**config.mk**
```make
export PLATFORM = sky130hd
export DESIGN_NAME = n_bit_accumulator
export DESIGN_NICKNAME = d
export VERILOG_FILES = /design/src/rtl/n_bit_accumulator.sv
export SDC_FILE = /design/constraint.sdc
export NUM_CORES = 1
export LEC_CHECK = 0
export CAP_MARGIN = 20
export CORE_UTILIZATION = 35
export DETAILED_ROUTE_END_ITERATION = 16
export GPL_TIMING_DRIVEN = 0
export PLACE_DENSITY = 0.66
export SLEW_MARGIN = 0
export SYNTH_ARGS = -nofsm -noshare
export SYNTH_HDL_FRONTEND = slang
export SYNTH_SLANG_ARGS = --single-unit
```
**constraint.sdc**
```tcl
create_clock -name clk -period 5.4 [get_ports clk]
set_input_delay 1.08 -clock clk [delete_from_list [all_inputs] [get_ports clk]]
set_output_delay 1.08 -clock clk [all_outputs]
set_load 0.02 [all_outputs]
```
**src/rtl/n_bit_accumulator.sv**
```systemverilog
// n_bit_accumulator: accumulates a run of len unsigned samples over a
// valid/ready input stream and presents the modulo-2^N sum plus a sticky
// carry-out flag on a valid/ready output.

module n_bit_ripple_carry_adder #(
    parameter int N = 8
) (
    input  logic [N-1:0] a,
    input  logic [N-1:0] b,
    input  logic         cin,
    output logic         cout,
    output logic [N-1:0] sum
);

    logic carry;

    // Bit-serial carry chain; the carry is a procedural variable so the
    // chain stays a single combinational process.
    always_comb begin
        sum   = '0;
        carry = cin;
        for (int unsigned i = 0; i < N; i++) begin
            sum[i] = a[i] ^ b[i] ^ carry;
            carry  = (a[i] & b[i]) | (carry & (a[i] ^ b[i]));
        end
        cout = carry;
    end

endmodule

module n_bit_accumulator #(
    parameter int N     = 8,
    parameter int CNT_W = 4
) (
    input  logic             clk,
    input  logic             rst_n,
    input  logic             start,
    input  logic [CNT_W-1:0] len,
    input  logic             in_valid,
    output logic             in_ready,
    input  logic [N-1:0]     in_data,
    output logic             out_valid,
    input  logic             out_ready,
    output logic [N-1:0]     out_sum,
    output logic             out_ovf,
    output logic             busy
);

    typedef enum logic [1:0] {
        IDLE  = 2'd0,
        ACCUM = 2'd1,
        DONE  = 2'd2
    } state_t;

    state_t           state;
    state_t           state_next;
    logic [N-1:0]     acc;
    logic             ovf;
    logic [CNT_W-1:0] cnt;
    logic [N-1:0]     add_sum;
    logic             add_cout;
    logic             xfer;

    n_bit_ripple_carry_adder #(
        .N (N)
    ) u_adder (
        .a    (acc),
        .b    (in_data),
        .cin  (1'b0),
        .cout (add_cout),
        .sum  (add_sum)
    );

    // Handshake outputs come from the state register only.
    assign in_ready  = (state == ACCUM);
    assign out_valid = (state == DONE);
    assign busy      = (state != IDLE);
    assign out_sum   = acc;
    assign out_ovf   = ovf;
    assign xfer      = in_valid & in_ready;

    // State register.
    always_ff @(posedge clk or negedge rst_n) begin
        if (!rst_n) begin
            state <= IDLE;
        end else begin
            state <= state_next;
        end
    end

    // Next-state decode.
    always_comb begin
        state_next = state;
        case (state)
            IDLE: begin
                if (start) begin
                    state_next = (len != '0) ? ACCUM : DONE;
                end
            end
            ACCUM: begin
                if (xfer && (cnt == CNT_W'(1))) begin
                    state_next = DONE;
                end
            end
            DONE: begin
                if (out_ready) begin
                    state_next = IDLE;
                end
            end
            default: state_next = IDLE;
        endcase
    end

    // Datapath: clear on start, accumulate only on transferring cycles.
    always_ff @(posedge clk or negedge rst_n) begin
        if (!rst_n) begin
            acc <= '0;
            ovf <= 1'b0;
            cnt <= '0;
        end else begin
            case (state)
                IDLE: begin
                    if (start) begin
                        acc <= '0;
                        ovf <= 1'b0;
                        cnt <= len;
                    end
                end
                ACCUM: begin
                    if (xfer) begin
                        acc <= add_sum;
                        ovf <= ovf | add_cout;
                        cnt <= cnt - CNT_W'(1);
                    end
                end
                default: ;
            endcase
        end
    end

endmodule

```
==> impl_results.md <==
* Die Ht at 56.6 um
* Detailed-placement wirelength estimate at 1750 um
* Gate Count Post-Synth at about 100
* DR vias/cell at 5.33
* GRT Util Overall at 0.157
* First-pass GRT wire length at 3910 um
* Dpl cells at 159
* Worst-Skew Late Latency at just under 300 ps
* Status: finished clean
* Critical Path Source Type: primary input
* Worst Tran Pin Value at 685 ps
* Area grow syn2layout at 32.1%
* CP endpoint kind: register
* DRT Wirelength at between 2000 and 2500 um
* Gr ovfl total at 0
* Worst Path Required at 5590 ps
* Final Max Tran Viols at 0
* Cts repair resizes at 0
* I/O Buffers at 27
* Number of synthesis warnings at 0
* Clk_skew at 3.39 ps
* Num CTS Buffers at 3
* Vias at ~870
* I/O pins at 29
* Commonest non-fill, non-tap cells in the layout: clkdlybuf4s50_1 (27), inv_1 (17), dfrtp_1 (15)
* Synthesized cell area at 1040 um^2
* Max cap viols at 0
* DR DRC count at 0
* RSZ-0062 raised after global routing: false
* Initial Util at 0.375
* Initial drt markers at 17
* Fin util at 0.496
* Detail Route Antenna Nets at 0
* Share of the synthesized area in the top cell type at 0.360
* GP Congestion at 0.794
* CTS root buffer: clkbuf_4
* Max Fclk at between 200 and 250 MHz
* H-tree levels at 1
* Sinks on Clock Net at 15
* Clock Path Buffers at 2
* Launch point of the worst path: in_data[0]
* Worst R2R Start: out_sum[0]
* Metal3 WL at between 80 and 90 um
* Die W at 56.6 um
* Fin cells at 163
* Setup total negative slack at 0 ps
* Top cell type by total area after synthesis: dfrtp_1
* PwrDens at 535 nW/um^2
* Leakage at 0.613 nW
* Multi-input gate area at roughly 560 um^2
* Share of layout cells above drive strength 1 at 0.144
* FP Rows at 19
* Post-Syn Area per Cell at 10.3 um^2
* Clk slew on worst S/H paths at approximately 90 ps
* Largest net degree at the start of global routing at 16
* Drt wl/cell at roughly 14 um
* Reg2reg setup slack at 2200 ps
* Relative slew slack at 0.542
* Die ar. at roughly 3200 um^2
* Storage element area at 375 um^2
* Vias in the first global route at about 850
* CP Class: in -> reg
* Pre-antenna DRT Iters at 4
* Final Cycle Share at 0.752
* Postcts setup bufs at 0
* Setup violators final at 0
* Unique cell type count in the Yosys netlist at 32
* Flops & latches, synth at 15
* Final nets at 160
* Sequential element share of the synthesized area at 0.360
* TritonCTS clock tree: built
* Post-CTS Hold Fix Bufs at 0
* Core Area at 2780 um^2
* VDD IR max at 0.283 mV
* Final hold vios at 0
* Number of fill cells at 269
* Net Count, Synth at 128
* Initial antenna violation count at 0
* Crit path time final at 4060 ps
* Min-delay src: out_sum[0]
* Most common cell after layout, fill and taps aside: clkdlybuf4s50_1
* Dominant cells by area after synthesis: dfrtp_1 (36%), fa_1 (13%), inv_1 (6.1%), o21ai_1 (3.8%), ha_1 (3.6%)
* Ant. Diodes at 0
* Crit path max fanout at 1
* Highest routed layer: met4
* HP Class: reg -> reg
* Met2 wire len at 1120 um
* Critical Path AT at 4250 ps
* M1 WL at 1020 um
* Total power at 737 uW
==> Yosys cell counts <==
library cell	number
a221oi_1	1
inv_1	17
a31oi_1	1
o41ai_2	2
nor2_1	5
a2bb2oi_1	1
clkbuf_2	1
a211oi_2	2
nand4_1	6
and2b_1	1
o21a_1	1
o22ai_1	1
mux2i_4	1
or3_4	1
a2bb2oi_2	1
buf_2	4
mux2i_1	3
and4bb_2	1
o21ai_1	8
nor2b_1	1
o211ai_1	1
dfrtp_1	15
o41ai_1	2
ha_1	3
nor4_1	1
nand2_1	6
fa_1	7
o21ai_0	2
buf_6	2
nand3b_1	1
nor2_2	1
nor3_1	1
==> final timing paths <==
kind                       cells past startpoint          to
setup / recovery                              13  out_sum[7]
hold / removal                                 2  out_sum[0]
setup reg to reg                              12  out_sum[7]
hold reg to reg                                2  out_sum[0]
max in group asynchronous                      1  out_sum[2]
min in group asynchronous                      1      cnt[2]
==> routing by layer <==
layer / track usage / up-vias
met5: 0 / -
met4: 0.0627 / 0
met3: 0.0207 / 4
met2: 0.257 / 24
met1: 0.208 / 427
li1: - / 414
==> power breakdown <==
part / switching (mW) / total (mW) / internal, mW
sequential: 0.0384 / 0.202 / 0.163
combinational: 0.248 / 0.468 / 0.220
clock: 0.0387 / 0.0675 / 0.0288
==> flip-flops by register name, summed over array words and instances, names as in the netlist <==
register	count
cnt	4
out_sum	8
state	2
out_ovf	1
==> worst max-delay path: stages <==
cell             delay [ps]
clkdlybuf4s50_1         460
ha_1                    140
inv_1                    50
fa_1                    370
fa_1                    380
fa_1                    390
fa_1                    370
inv_1                    80
fa_1                    180
fa_1                    190
fa_1                    410
nand4_1                 100
nand2_1                  50
==> per-stage QoR <==
stage	worst slack, ps	hold slack [ps]	instance area [um^2]
floorplan	1610	510	1040
global placement	1020	494	1350
detailed placement	1000	508	1350
CTS	1320	530	1380
global route	1230	558	1380
finish	1340	520	1380
==> kinds of logic (layout without fill, tap and decap cells) <==
kind of cell / after synthesis / in the layout / share of synthesized area
mux: 4 / 4 / 0.0504
buf+inv: 24 / 55 / 0.107
simple gates: 25 / 25 / 0.136
fa+ha+maj: 10 / 10 / 0.170
compound gates: 23 / 23 / 0.177
flops: 15 / 15 / 0.360
==> area by class of cell <==
cell class	instances	area share
multi-input cells	62	0.404
inverters	17	0.0463
repair buffers	27	0.196
flip-flops and latches	15	0.272
plain buffers	7	0.0345
clock buffers	4	0.0191
well taps	31	0.0281
Note: power is estimated with default switching activity, not from simulation.
